### src/rtl/uart_rx_top.sv
// UART receiver: 2-flop input synchronizer, 3-sample majority vote at mid-bit,
// 8N1 / 8E1 / 8O1 frames (start, D0..D7 LSB first, optional parity, stop).
module uart_rx_top #(
    parameter int DATA_WIDTH = 8,
    parameter int PRESCALE_W = 6
) (
    input  logic                  clk,
    input  logic                  rst,
    input  logic                  rx_in,
    input  logic [PRESCALE_W-1:0] prescale,
    input  logic                  parity_en,
    input  logic                  parity_type,
    output logic [DATA_WIDTH-1:0] data,
    output logic                  data_valid,
    output logic                  par_err,
    output logic                  stp_err,
    output logic                  busy
);

    localparam int BW = (DATA_WIDTH > 1) ? $clog2(DATA_WIDTH) : 1;
    localparam logic [BW-1:0] LAST_BIT = BW'(DATA_WIDTH - 1);

    typedef enum logic [2:0] {IDLE, START, DATA, PARITY, STOP} state_t;

    state_t                  state;
    logic                    rx_m, rx_s;
    logic [PRESCALE_W-1:0]   edge_cnt;
    logic [BW-1:0]           bit_cnt;
    logic [DATA_WIDTH-1:0]   shift_reg;
    logic [2:0]              samp;
    logic                    samp_bit;
    logic                    par_flag;
    logic [PRESCALE_W-1:0]   half, last;
    logic                    bit_end;

    assign half     = prescale >> 1;
    assign last     = prescale - PRESCALE_W'(1);
    // >= rather than == so a prescale change mid-frame cannot strand the counter
    assign bit_end  = (edge_cnt >= last);
    assign samp_bit = (samp[0] & samp[1]) | (samp[0] & samp[2]) | (samp[1] & samp[2]);
    assign busy     = (state != IDLE);

    // Two-flop synchronizer; resets to the idle line level
    always_ff @(posedge clk or negedge rst) begin
        if (!rst) begin
            rx_m <= 1'b1;
            rx_s <= 1'b1;
        end else begin
            rx_m <= rx_in;
            rx_s <= rx_m;
        end
    end

    // Capture three samples around the bit centre for the majority vote
    always_ff @(posedge clk or negedge rst) begin
        if (!rst) begin
            samp <= '0;
        end else if (state != IDLE) begin
            if (edge_cnt == half - PRESCALE_W'(1)) samp[0] <= rx_s;
            if (edge_cnt == half)                  samp[1] <= rx_s;
            if (edge_cnt == half + PRESCALE_W'(1)) samp[2] <= rx_s;
        end
    end

    // Frame FSM with counters and registered outputs
    always_ff @(posedge clk or negedge rst) begin
        if (!rst) begin
            state      <= IDLE;
            edge_cnt   <= '0;
            bit_cnt    <= '0;
            shift_reg  <= '0;
            par_flag   <= 1'b0;
            data       <= '0;
            data_valid <= 1'b0;
            par_err    <= 1'b0;
            stp_err    <= 1'b0;
        end else begin
            data_valid <= 1'b0;
            edge_cnt   <= bit_end ? '0 : edge_cnt + PRESCALE_W'(1);
            case (state)
                IDLE: begin
                    edge_cnt <= '0;
                    bit_cnt  <= '0;
                    if (!rx_s) begin
                        state    <= START;
                        par_flag <= 1'b0;
                        par_err  <= 1'b0;
                        stp_err  <= 1'b0;
                    end
                end
                START: if (bit_end) begin
                    bit_cnt <= '0;
                    state   <= samp_bit ? IDLE : DATA;
                end
                DATA: if (bit_end) begin
                    shift_reg[bit_cnt] <= samp_bit;
                    if (bit_cnt == LAST_BIT)
                        state <= parity_en ? PARITY : STOP;
                    else
                        bit_cnt <= bit_cnt + BW'(1);
                end
                PARITY: if (bit_end) begin
                    if (samp_bit != (^shift_reg ^ parity_type))
                        par_flag <= 1'b1;
                    state <= STOP;
                end
                STOP: if (bit_end) begin
                    par_err <= par_flag;
                    stp_err <= ~samp_bit;
                    if (samp_bit && !par_flag) begin
                        data       <= shift_reg;
                        data_valid <= 1'b1;
                    end
                    // A start bit already on the line is taken now so that
                    // back-to-back frames keep exact bit-period spacing
                    if (samp_bit && !rx_s) begin
                        state    <= START;
                        edge_cnt <= '0;
                        bit_cnt  <= '0;
                        par_flag <= 1'b0;
                    end else begin
                        state <= IDLE;
                    end
                end
                default: state <= IDLE;
            endcase
        end
    end

endmodule

### config.mk
export PLATFORM = sky130hd
export DESIGN_NAME = uart_rx_top
export DESIGN_NICKNAME = d
export VERILOG_FILES = /design/src/rtl/uart_rx_top.sv
export SDC_FILE = /design/constraint.sdc
export NUM_CORES = 1
export LEC_CHECK = 0
export ABC_CLOCK_PERIOD_IN_PS = 2150
export CORE_UTILIZATION = 50
export CTS_CLUSTER_DIAMETER = 120
export DETAILED_ROUTE_END_ITERATION = 16
export HOLD_SLACK_MARGIN = 0.1
export PLACE_DENSITY = 0.74
export SLEW_MARGIN = 20
export SYNTH_ARGS = -nofsm -noshare
export SYNTH_HDL_FRONTEND = slang
export SYNTH_SLANG_ARGS = --single-unit
### constraint.sdc
create_clock -name clk -period 2.15 [get_ports clk]
set_clock_uncertainty 0.15 [all_clocks]
set_input_delay 0.3225 -clock clk [delete_from_list [all_inputs] [get_ports clk]]
set_output_delay 0.3225 -clock clk [all_outputs]
set_load 0.03 [all_outputs]
==> reports/results.env <==
NETS_FINAL=308
YS_SEQ_AREA_FRAC=0.409
EDFF_COUNT_SYNTH=0
MAXIMUM_NUMBER_OF_PINS_ON_ONE_NET_BEFORE_GLOBAL_ROUTE_REPAIR=18
TIGHTEST_SLEW_NS=0.471
CP.REQUIRED_NS=2.17
VIA_COUNT=1979
FINALINSTANCEAREA_MM2=0.00325
DRT-PASS1-ITER-COUNT=5
SYNTH_AREA_PER_CELL_UM2=10.3
INSERTEDDIODECOUNT=0
TOTAL_COUNT_OF_MAX_TRANSITION_VIOLATIONS_IN_THE_FINAL_REPORT=0
YOSYSMOSTFREQUENTCELL='sky130_fd_sc_hd__dfrtp_1'
NUMCTSBUFFERS=5
HOLD_END='rx_s'
HOLD_PATH_CLASS='register to register'
FINALHOLDVIOLATIONS=0
REG2REG_SLACK_NS=-0.09
POST-SYNTH-TOP-AREA-CELL='sky130_fd_sc_hd__dfrtp_1'
SYNTH.CELLS.MOST_FREQUENT='sky130_fd_sc_hd__dfrtp_1, sky130_fd_sc_hd__xnor2_1, sky130_fd_sc_hd__mux2_2'
MAPPEDNETLISTAREA_MM2=0.00227
POST-ROUTE-WORST-SETUP-SLACK_NS=-0.295
CRITPATHMAXFANOUT=9
ROOT_BUFFER='sky130_fd_sc_hd__clkbuf_8'
FINAL.MIN_CLOCK_PERIOD_NS=2.45
DRC_ERRORS=0
FIN_TOTAL_PWR_mW=3.11
POSTSYNTHCELLCOUNT=220
CRITICAL_PATH.REG2REG.STARTPOINT='bit_cnt[0]'
WORSTPATHARRIVAL_NS=2.47
STATUS='finished, violations left'
LEAK_nW=1.46
CRITPATHLAUNCHTYPE='primary input'
POST_ROUTE_CELLS_DRIVE_ABOVE_1_SHARE=0.393
IO-PIN-COUNT=23
FIRST_PASS_GRT_WIRE_LENGTH_UM=9580
CLOCK_LATENCY_NS=0.29
CRIT-REG2REG-CAPTURE='bit_cnt[0]'
HOLD_PATH_STARTPOINT='rx_m'
INTERNAL-POWER_mW=1.85
WL_PER_CELL_UM=18.3
SYNTH_CELL_TYPES=44
AREA_GROWTH_SYN_TO_LAYOUT_PCT=43.1
SEQ_POWER_SHARE=0.299
SYNTHESIS.NETS=244
GRT_USAGE=0.254
ANTENNA_LEFT=0
POWER-PER-CELL-AREA_mW_PER_MM2=959
FLOORPLAN.INITIALDENSITY=0.521
DIE_OUTLINE_WIDTH_UM=69.4
SWITCHINGPOWER_mW=1.27
CORE_REGION_AREA_MM2=0.00435
FINALSETUPVIOLCOUNT=31
DRT_ITER0_MARKERS=200
SYNTH.TOP_CELLS.BY_AREA='sky130_fd_sc_hd__dfrtp_1, sky130_fd_sc_hd__mux2_2, sky130_fd_sc_hd__xnor2_1, sky130_fd_sc_hd__ha_1, sky130_fd_sc_hd__xor2_1'
CTS_HTREE_LEVELS=2
DIE_AREA_MM2=0.00481
NUMBER_OF_ANTENNA_VIOLATIONS_AT_THE_FIRST_CHECK_IN_GLOBAL_ROUTING=0
COMB_POWER_SHARE=0.535
CRIT_PATH_END_KIND='register'
SYNTH-WARNING-COUNT=0
DRT-TOTAL-WL_UM=6160
YS_ASYNC_SR_FRACTION=1.00
GP_ROUTABILITY_CONGESTION=0.892
SYNTH.FF_LATCH_COUNT=37
CRITICAL_SETUP_PATH_KIND='primary input to register'
TIMING.HOLD.WORST_PATH_DEPTH=0
SWITCHING_SHARE=0.407
FMAX_MHz=409
PERIOD_SHARE=1.14
TIMING.SLEW.HEADROOM=0.683
R2R_CELLS=6
SYNTHDOMINANTCELLAREASHARE=0.386
MAX-CAP-VIOLATIONS=0
VDD_IR_DROP_MAX_V=0.000449
NUM_ROWS=24
PWR-SHARE-CLK=0.167
SYNTHFLOPTYPE='sky130_fd_sc_hd__dfrtp_1'
FINAL_CORE_UTIL=0.746
NUMPORTBUFFERS=22
CTS_MAX_PATH_BUFFERS=2
VIAS_PER_CELL=5.87
CTS.CLK_SLEW.WORST_PATHS_NS=0.07
REMAINING_GLOBAL_ROUTE_OVERFLOW=0
GRT_SETUP_UNREPAIRED='true'
GRT_PASS1_VIAS=1952
DP_HPWL_UM=3740
TRITONCTS='yes'
DIE_HEIGHT_UM=69.4
TRITONCTS_NUM_SINKS=37
PLACED_AREA_MM2=0.00278
FAILED_CHECKS='negative setup slack'
## cells by family (layout without fill, tap and decap cells)
family	Yosys count	after routing	synth area share
AO/OA/AOI/OAI	36	36	0.106
flip-flops	37	37	0.409
multiplexers	19	19	0.0959
buffers and inverters	21	86	0.0391
AND/OR/NAND/NOR	63	63	0.158
adder cells (fa/ha/maj)	14	14	0.0761
XOR/XNOR	30	30	0.116
## layout make-up
type,count,area [um2]
flip-flops and latches,37,928
repair buffers,68,616
fillers,283,1110
clock buffers,6,82.6
inverters,10,47.5
well taps,52,65.1
multi-input cells,162,1500
clock inverters,2,13.8
## stage by stage
| step | cells | hold slack (ns) | TNS (ns) | setup slack, ns |
|---|---|---|---|---|
| 3_5_place_dp | 315 | 0.115 | -31.84 | -1.11 |
| 5_1_grt | 337 | 0.212 | -9.48 | -0.373 |
| 2_1_floorplan | 220 | -0.123 | -12.38 | -0.618 |
| 6_report | 337 | 0.209 | -6.69 | -0.295 |
| 4_1_cts | 333 | 0.211 | -4.87 | -0.354 |
| 3_3_place_gp | 315 | 0.118 | -29.89 | -1.05 |
## placed cells by master (no fill, tap or decap), types with 3 or more instances in the layout
cell type,Yosys,final
sky130_fd_sc_hd__a21oi_1,8,5
sky130_fd_sc_hd__a22o_1,4,4
sky130_fd_sc_hd__buf_4,0,37
sky130_fd_sc_hd__buf_6,1,5
sky130_fd_sc_hd__buf_8,0,3
sky130_fd_sc_hd__clkbuf_8,0,6
sky130_fd_sc_hd__clkdlybuf4s50_1,0,15
sky130_fd_sc_hd__dfrtp_1,35,35
sky130_fd_sc_hd__dlygate4sd2_1,0,3
sky130_fd_sc_hd__ha_1,13,10
sky130_fd_sc_hd__inv_1,10,7
sky130_fd_sc_hd__mux2_2,18,7
sky130_fd_sc_hd__mux2_4,1,12
sky130_fd_sc_hd__nand2_1,10,9
sky130_fd_sc_hd__nand3_1,9,9
sky130_fd_sc_hd__nand4_1,4,4
sky130_fd_sc_hd__nand4b_1,4,4
sky130_fd_sc_hd__nor2_1,14,8
sky130_fd_sc_hd__nor2_2,0,3
sky130_fd_sc_hd__nor2_4,0,3
sky130_fd_sc_hd__nor3_1,7,4
sky130_fd_sc_hd__o21ai_0,7,6
sky130_fd_sc_hd__xnor2_1,20,19
sky130_fd_sc_hd__xor2_1,10,10
## how the worst max path moves through the flow
| stage | slack (ns) | from | end |
|---|---|---|---|
| 5_1_grt | -0.37 | prescale[1] | data[7] |
| 3_3_place_gp | -1.05 | prescale[2] | shift_reg[5] |
| 4_1_cts | -0.35 | prescale[2] | shift_reg[5] |
| 2_1_floorplan | -0.62 | prescale[2] | shift_reg[5] |
| 3_5_place_dp | -1.11 | prescale[2] | shift_reg[5] |
| 6_report | -0.30 | prescale[1] | data[7] |
## layer usage
| metal | wire length (um) | global-route usage | vias to the layer above |
|---|---|---|---|
| li1 | - | - | 908 |
| met1 | 2660 | 0.363 | 1005 |
| met2 | 3070 | 0.397 | 58 |
| met3 | 353 | 0.0480 | 8 |
| met4 | 75 | 0.0635 | 0 |
| met5 | 0 | 0 | - |
## critical path, stage by stage
cell and delay (ns):
sky130_fd_sc_hd__buf_8 0.10, sky130_fd_sc_hd__inv_6 0.06, sky130_fd_sc_hd__ha_4 0.13, sky130_fd_sc_hd__a21boi_4 0.17
sky130_fd_sc_hd__nand2_1 0.08, sky130_fd_sc_hd__xor2_1 0.14, sky130_fd_sc_hd__ha_1 0.32, sky130_fd_sc_hd__nand4_1 0.14
sky130_fd_sc_hd__o21a_4 0.25, sky130_fd_sc_hd__buf_12 0.13, sky130_fd_sc_hd__nor3_4 0.14, sky130_fd_sc_hd__buf_12 0.17
sky130_fd_sc_hd__mux2_4 0.31
## power by group through the flow
| stage | registers, mW | logic, mW | clock network [mW] |
|---|---|---|---|
| global placement | 0.921 | 1.18 | 0 |
| CTS | 0.922 | 1.36 | 0.530 |
| finish | 0.931 | 1.67 | 0.519 |
| global route | 0.945 | 1.80 | 0.556 |
| detailed placement | 0.929 | 1.21 | 0 |
| floorplan | 0.923 | 0.797 | 0 |
## timing repair
item | 4_1_cts | 5_1_grt
hold buffers | 1 | 0
buffers inserted | 8 | 4
pin swaps | 16 | 11
gates cloned | 1 | 0
resized for setup | 52 | 28
hold endpoints to repair | 15 | 0
endpoints found under the setup margin | 35 | 34
Power figures use the tool's default switching activity.
